[src/rtl/reaction_timer_pkg.sv]
// Shared game parameters for the reaction timer: defaults, FSM encoding and LFSR taps.
package reaction_timer_pkg;

    // Default build values: 50 MHz clock gives a 1 ms tick at 50000 cycles.
    localparam int unsigned DefTickDiv  = 50000;
    localparam int unsigned DefMinDelay = 1000;
    localparam logic [15:0] DefLfsrSeed = 16'hACE1;

    // Fibonacci taps 16,14,13,11 expressed as a mask over bit indices 15,13,12,10.
    localparam logic [15:0] LfsrTapMask = 16'hB400;

    // Saturation value of the 13-bit score counter.
    localparam logic [12:0] ScoreMax = 13'h1FFF;

    typedef enum logic [1:0] {
        StIdle  = 2'd0,
        StCount = 2'd1,
        StDone  = 2'd2
    } delay_state_e;

    // XOR of the tapped bits; this bit is shifted into the LSB.
    function automatic logic lfsr_feedback(input logic [15:0] state);
        return ^(state & LfsrTapMask);
    endfunction

endpackage

[src/rtl/lfsr16.sv]
// 16-bit Fibonacci LFSR, free-running on every non-reset cycle.
module lfsr16
    import reaction_timer_pkg::*;
#(
    parameter logic [15:0] SEED = DefLfsrSeed
) (
    input  logic        Clock,
    input  logic        CLRN,
    output logic [15:0] q
);

    logic [15:0] r_state;

    // Shift left each cycle; a nonzero seed keeps the sequence off the all-zero lockup state.
    always_ff @(posedge Clock) begin
        if (!CLRN) begin
            r_state <= SEED;
        end else begin
            r_state <= {r_state[14:0], lfsr_feedback(r_state)};
        end
    end

    assign q = r_state;

endmodule

[src/rtl/reaction_timer.sv]
// Reaction timer: random-delay countdown FSM plus a saturating ms score counter.
module reaction_timer
    import reaction_timer_pkg::*;
#(
    parameter int unsigned TICK_DIV  = DefTickDiv,
    parameter int unsigned MIN_DELAY = DefMinDelay,
    parameter logic [15:0] LFSR_SEED = DefLfsrSeed
) (
    input  logic        Clock,
    input  logic        CLRN,
    input  logic        delayCounterEnable,
    input  logic        scoreCounterEnable,
    input  logic        scoreClear,
    output logic        delayCounterDone,
    output logic [12:0] scoreCounter,
    output logic [12:0] lastDelay
);

    localparam logic [15:0] TickLast    = 16'(TICK_DIV - 1);
    localparam logic [12:0] MinDelayVal = 13'(MIN_DELAY);

    logic [15:0]  w_lfsr;
    logic [12:0]  w_load_delay;
    logic         w_unused_lfsr_hi;

    delay_state_e r_state;
    logic         r_done;
    logic [12:0]  r_last_delay;
    logic [12:0]  r_remaining;
    logic [15:0]  r_dly_presc;

    logic [12:0]  r_score;
    logic [15:0]  r_score_presc;

    lfsr16 #(
        .SEED (LFSR_SEED)
    ) u_lfsr (
        .Clock (Clock),
        .CLRN  (CLRN),
        .q     (w_lfsr)
    );

    // Only the low 10 bits feed the delay; the rest just keep the sequence long.
    assign w_unused_lfsr_hi = ^w_lfsr[15:10];
    assign w_load_delay     = MinDelayVal + {3'b000, w_lfsr[9:0]};

    // Delay FSM: load in IDLE, count ms ticks in COUNT (pausable), one-cycle DONE pulse.
    always_ff @(posedge Clock) begin
        if (!CLRN) begin
            r_state      <= StIdle;
            r_done       <= 1'b0;
            r_last_delay <= 13'd0;
            r_remaining  <= 13'd0;
            r_dly_presc  <= 16'd0;
        end else begin
            r_done <= 1'b0;
            unique case (r_state)
                StIdle: begin
                    if (delayCounterEnable) begin
                        r_remaining  <= w_load_delay;
                        r_last_delay <= w_load_delay;
                        r_dly_presc  <= 16'd0;
                        r_state      <= StCount;
                    end
                end
                StCount: begin
                    // Dropping enable here pauses the countdown rather than aborting it.
                    if (delayCounterEnable) begin
                        if (r_dly_presc == TickLast) begin
                            r_dly_presc <= 16'd0;
                            r_remaining <= r_remaining - 13'd1;
                            if (r_remaining == 13'd1) begin
                                r_state <= StDone;
                                r_done  <= 1'b1;
                            end
                        end else begin
                            r_dly_presc <= r_dly_presc + 16'd1;
                        end
                    end
                end
                StDone: begin
                    r_state <= StIdle;
                end
                default: begin
                    r_state <= StIdle;
                end
            endcase
        end
    end

    // Score path: clear beats enable; the ms count sticks at full scale.
    always_ff @(posedge Clock) begin
        if (!CLRN) begin
            r_score       <= 13'd0;
            r_score_presc <= 16'd0;
        end else if (scoreClear) begin
            r_score       <= 13'd0;
            r_score_presc <= 16'd0;
        end else if (scoreCounterEnable) begin
            if (r_score_presc == TickLast) begin
                r_score_presc <= 16'd0;
                if (r_score != ScoreMax) begin
                    r_score <= r_score + 13'd1;
                end
            end else begin
                r_score_presc <= r_score_presc + 16'd1;
            end
        end
    end

    assign delayCounterDone = r_done;
    assign scoreCounter     = r_score;
    assign lastDelay        = r_last_delay;

endmodule

[config.mk]
export PLATFORM = sky130hd
export DESIGN_NAME = reaction_timer
export DESIGN_NICKNAME = d
export VERILOG_FILES = /design/src/rtl/reaction_timer_pkg.sv /design/src/rtl/lfsr16.sv /design/src/rtl/reaction_timer.sv
export SDC_FILE = /design/constraint.sdc
export NUM_CORES = 1
export LEC_CHECK = 0
export ABC_AREA = 1
export ABC_CLOCK_PERIOD_IN_PS = 2800
export CORE_MARGIN = 4
export CORE_UTILIZATION = 50
export CTS_CLUSTER_DIAMETER = 100
export CTS_CLUSTER_SIZE = 40
export DETAILED_ROUTE_END_ITERATION = 16
export HOLD_SLACK_MARGIN = 0.05
export PLACE_DENSITY = 0.69
export RECOVER_POWER = 25
export SLEW_MARGIN = 20
export SYNTH_ARGS = -nofsm -noshare
export SYNTH_HDL_FRONTEND = slang
export SYNTH_HIERARCHICAL = 1
export SYNTH_SLANG_ARGS = --single-unit
[constraint.sdc]
create_clock -name Clock -period 2.8 [get_ports Clock]
set_clock_uncertainty 0.05 [all_clocks]
set_input_delay 0.42 -clock Clock [delete_from_list [all_inputs] [get_ports Clock]]
set_output_delay 0.42 -clock Clock [all_outputs]
set_load 0.005 [all_outputs]
## After elaboration in Yosys (flattened, before gate mapping)

Index checks and enable logic that the tools add are counted.
W data, S select, Z words.

- Shift operators: 0
- Equality and inequality tests: 9
- Mux-type cells: 15
- Magnitude comparators: 0
- Bitwise gates (word level): 1
- $mul: 0
- Add/sub/neg operators: 5
- Reduce and logical (&&, ||, !) cells: 10
- Div/mod/pow operators: 0

Operator list:

| kind | number |
|---|---|
| $mux W16 | 4 |
| $mux W13 | 3 |
| $add A16 B1 Y16 const B | 2 |
| $eq A16 B16 Y1 const B | 2 |
| $pmux W16 S2 | 1 |
| $pmux W13 S2 | 1 |
| $reduce_xor A16 Y1 | 1 |
| $add A13 B1 Y13 const B | 1 |
| $eq A13 B1 Y1 const B | 1 |
| $ne A13 B13 Y1 const B | 1 |
| $sub A13 B1 Y13 const B | 1 |
| $reduce_and A4 Y1 | 3 |
| $add A10 B10 Y11 const A | 1 |
| $mux W2 | 4 |
| $ne A2 B2 Y1 const B | 4 |
| $reduce_and A3 Y1 | 2 |
| $pmux W2 S2 | 1 |
| $eq A2 B1 Y1 const B | 1 |
| $logic_not A2 Y1 | 1 |
| $reduce_and A2 Y1 | 1 |
| $reduce_bool A2 Y1 | 1 |
| $reduce_or A2 Y1 | 1 |
| $mux W1 | 1 |
| $not A1 Y1 | 1 |

- Latch bits: 0
- Memory bits (read-only): 0
- Input port bits: 5
- Flip-flop bits (word level): 90
- Memories: 0
- Bits in writable memories: 0
- Output and inout bits: 27
- Logic and storage cells: 48

## Logic depth before layout (Yosys ltp)

- Depth after elaboration: 5
- Gate-level depth with buffers: 11
- Depth with buffers taken out: 10

## Hierarchy

The synthesis kept the hierarchy.

Modules (own cells, without submodules):

| module | cells each | area an instance (um^2) | instances | seq. area each (um^2) |
|---|---|---|---|---|
| reaction_timer | 655 | 4132.7 | 1 | 1441.4 |
| lfsr16 | 65 | 529.3 | 1 | 320.3 |

## Least setup slack after synthesis

OpenSTA, ideal clock, no wires.

- Kind: register to register
- Start: register r_score[0] (netlist: scoreCounter[0])
- End: register r_score[0] (netlist: scoreCounter[0])
- Cell stages (with the launch flop): 9
- Clock period less this slack: 1.543 ns
- Library setup time: 0.116 ns
- Arrival: 1.378 ns
- Path slack: 1.257 ns
- Data required time: 2.634 ns
- Path buffers: 0
- Cells stage by stage: dfxtp_1 ha_1 inv_1 nor2_1 nand3_1 nor2_1 nor2_4 nor2_1 nor2_1

- Cells in the longest elaborated chain, start to end: 2
- Elaborated cells on any way between the ends: 3
- Those cells by class: 1 x add/sub; 1 x eq/ne; 1 x reduce/logical

RTL lines:

| what | line | text |
|---|---|---|
| start: declaration | reaction_timer.sv:32 | `logic [12:0] r_score;` |
| start signal: assignment | reaction_timer.sv:103 | `r_score <= r_score + 13'd1;` |
| parallel branches: the longest is 2 deep, another holds $add A13 B1 Y13 | -- |  |

Several ways; the timed one is not identified.
A chain may end at the register's enable or synchronous reset.

## Worst setup path after layout

- Start: input port CLRN
- End: register r_score_presc[11]

- Cells in the longest elaborated chain, start to end: 2

RTL lines:

| what | line | text |
|---|---|---|
| start: declaration | reaction_timer.sv:10 | `input logic CLRN,` |
| $not A1 Y1 (no source line) | -- |  |
| $reduce_or A2 Y1 (no source line) | -- |  |
| end signal: assignment | reaction_timer.sv:106 | `r_score_presc <= r_score_presc + 16'd1;` |
| end: declaration | reaction_timer.sv:33 | `logic [15:0] r_score_presc;` |

Every way passes these cells.

==> flow_metrics.tcl <==
set metrics [dict create \
    grt_antenna_before_repair 0 \
    synth-edff-count 0 \
    grt_overflow 0 \
    place.gp.congestion 0.9232 \
    synth.largest_area_cell "dfxtp_1" \
    cts_buffers 9 \
    die_height_um 104.6 \
    routed_wl_um 10880 \
    io_buffers 29 \
    async_flop_share_pct 0 \
    hold_buffers 0 \
    fin_ws_ps 452.2 \
    syn_avg_cell_area_um2 6.475 \
    synth.distinct_cells 35 \
    hp-class "flop to flop" \
    grt_max_degree 33 \
    wl_per_cell_um 12.65 \
    cp_top_family "buffers and inverters" \
    rsz0062_at_grt "false" \
    cts.sinks 88 \
    dr.pass1.iters 5 \
    viasPerCell 5.223 \
    areaGrowthSynthToFinish_pct 10.57 \
    crit_buf_inv 3 \
    core_mm2 0.008891 \
    dpl.hpwl_um 8155 \
    end_kind "flop" \
    die-area_mm2 0.01093 \
    min_period_ps 2348 \
    cp_max_fo 12 \
    fp-row-count 34 \
    synth.most_common_cell "nand2_1" \
    postRouteAntennaNets 0 \
    drive_above_1_share_pct 4.787 \
    cts_tree "done" \
    fillers 867 \
    grt_pass1_vias 4214 \
    grt_first_pass_wirelength_um 19020 \
    finalMaxSlewViolations 0 \
    ys_seq_elements 88 \
    setup_viol 0 \
    synth_seq_area_share_pct 37.79 \
    netlist_area_mm2 0.004662 \
    io_pins 32 \
    grt_usage_pct 20.66 \
    cts.repair.resized 0 \
    total_power_w 0.002490 \
    drt_iter0_markers 171 \
    post-place-ws_ps 381.8 \
    power_density_mw_per_mm2 483.1 \
    timing.rr.start "r_state[1]$_SDFFE_PN0P_" \
    min_from "u_lfsr/q[14]$_SDFF_PN0_" \
    post-cts-setup-buffer-count 0 \
    vias 4492 \
    nets 758 \
    hold_violations 0 \
    max-cap-violations 0 \
    fmax_mhz 425.9 \
    antenna_cells 0 \
    vdd_drop_max_uv 301.1 \
    cts_root_buf "clkbuf_8" \
    dieWidth_um 104.6 \
    ys_top_cells_by_area "dfxtp_1 38%, nand2_1 16%, nor2_1 9.3%" \
    critPathMaxStageDelay_ps 550 \
    ys.flop_type "dfxtp_1" \
    netlist_instances 720 \
    yosysTopAreaCellShare_pct 37.79 \
    cp.depth 7 \
    cp-startpoint "CLRN" \
    fin_crit_sh_pct 83.85 \
    initial_utilization_pct 52.43 \
    cts_buffer_depth 2 \
    drc 0 \
    leakage_nw 2.128 \
    arrival_ps 2590 \
    tightest_slew_ps 856.5 \
    crit_slowest_cell "dlygate4sd3_1" \
    cts.clk_slew.worst_paths_ps 90 \
    reg2regPathDepth 7 \
    worstPathRequired_ps 3040 \
    cts_htree_levels 3 \
    yosysWarningCount 6 \
    start_kind "input pin" \
    min_path_cells 2 \
    path_cells "dlygate4sd3_1 > inv_1 > nor2_1 > inv_1 > nor2_1 > o21ai_0 > a21oi_1" \
    clkLatencyLatePin_ps 360 \
    critPathKind "input pin to flop" \
    fin_setup_tns_ps 0 \
    status "finished clean" \
    synthTopCellsByCount "203 x nand2_1, 115 x nor2_1, 88 x dfxtp_1, 88 x inv_1, 63 x nand3_1" \
    maxSlewHeadroom_pct 42.69 \
]
==> tightest hold or removal path: stages, from the launching register on <==
cell and delay (ps):
dfxtp_1 310, inv_1 40, nand2_1 40
==> worst paths after layout <==
check | end | slack, ps
worst max-delay path | r_score_presc[11]$_SDFFE_PP0P_ | 450
worst min-delay path | u_lfsr/q[15]$_SDFF_PN1_ | 360
worst max register to register | r_remaining[12]$_SDFFE_PN0P_ | 630
worst min register to register | u_lfsr/q[15]$_SDFF_PN1_ | 360
==> metal layers <==
layer / track usage [%] / part of all wire, % / wire length [um] / vias to the layer above
li1: - / - / - / 2321
met1: 28.30 / 49 / 5349 / 2038
met2: 32.93 / 44 / 4817 / 115
met3: 3.453 / 4.9 / 530 / 18
met4: 7.502 / 1.7 / 183 / 0
met5: 0 / 0 / 0 / -
==> kinds of logic (layout without fill, tap and decap cells) <==
| kind of cell | count (synthesis) | in the layout | synth area share [%] |
|---|---|---|---|
| and+or+nand+nor | 430 | 430 | 39.75 |
| other | 1 | 2 | 0.08044 |
| buffers and inverters | 110 | 141 | 9.984 |
| DFF | 88 | 88 | 37.79 |
| adders and majority gates | 6 | 6 | 1.610 |
| AOI/OAI and AO/OA | 70 | 70 | 7.971 |
| xor gates and xnor gates | 15 | 15 | 2.818 |
==> state kept, by name, summed over array words and instances, names as in the netlist <==
register	cells
r_dly_presc	16
lastDelay	11
scoreCounter	13
u_lfsr/q	16
r_state	2
r_remaining	13
r_score_presc	16
delayCounterDone	1
==> through the flow <==
stage                     util (%)  hold slack, ps  area [um^2]  cells
after floorplan                  -           329.5         4666    721
after global placement       56.21           334.9         4997    844
after detailed placement     56.21           343.7         4997    844
after CTS                    58.16           365.1         5171    860
after global routing         57.98           402.8         5155    860
final                        57.98           364.7         5155    860
==> power by group <==
group | internal, W | switching (W) | total [W]
logic | 0.000122 | 0.000237 | 0.000358
clock network | 0.000324 | 0.000475 | 0.000798
registers | 0.00130 | 0.0000330 | 0.00133
==> layout make-up <==
cell class / instances / area (um^2) / area share (%)
tap: 108 / 135.1 / 2.621
clock buffer: 10 / 127.6 / 2.476
clock inverter: 6 / 46.29 / 0.8981
sequential: 88 / 1762 / 34.17
inverter: 93 / 349.1 / 6.772
timing repair buffer: 32 / 312.8 / 6.068
multi-input combinational: 523 / 2422 / 46.99
==> cell usage in the layout (no fill, tap or decap), drive strengths merged <==
cell	n
nand2	209
nor2	119
inv	93
dfxtp	88
nand3	63
o21ai	36
a21oi	29
clkdlybuf4s50	23
nand4	20
nor3	15
xor2	12
clkbuf	10
ha	6
dlygate4sd3	6
clkinvlp	5
xnor2	3
buf	3
a31oi	2
conb	2
nor3b	2
and2	1
a211oi	1
or2	1
a22oi	1
o21bai	1
clkinv	1
No activity file was read; power rests on OpenSTA's default activity.
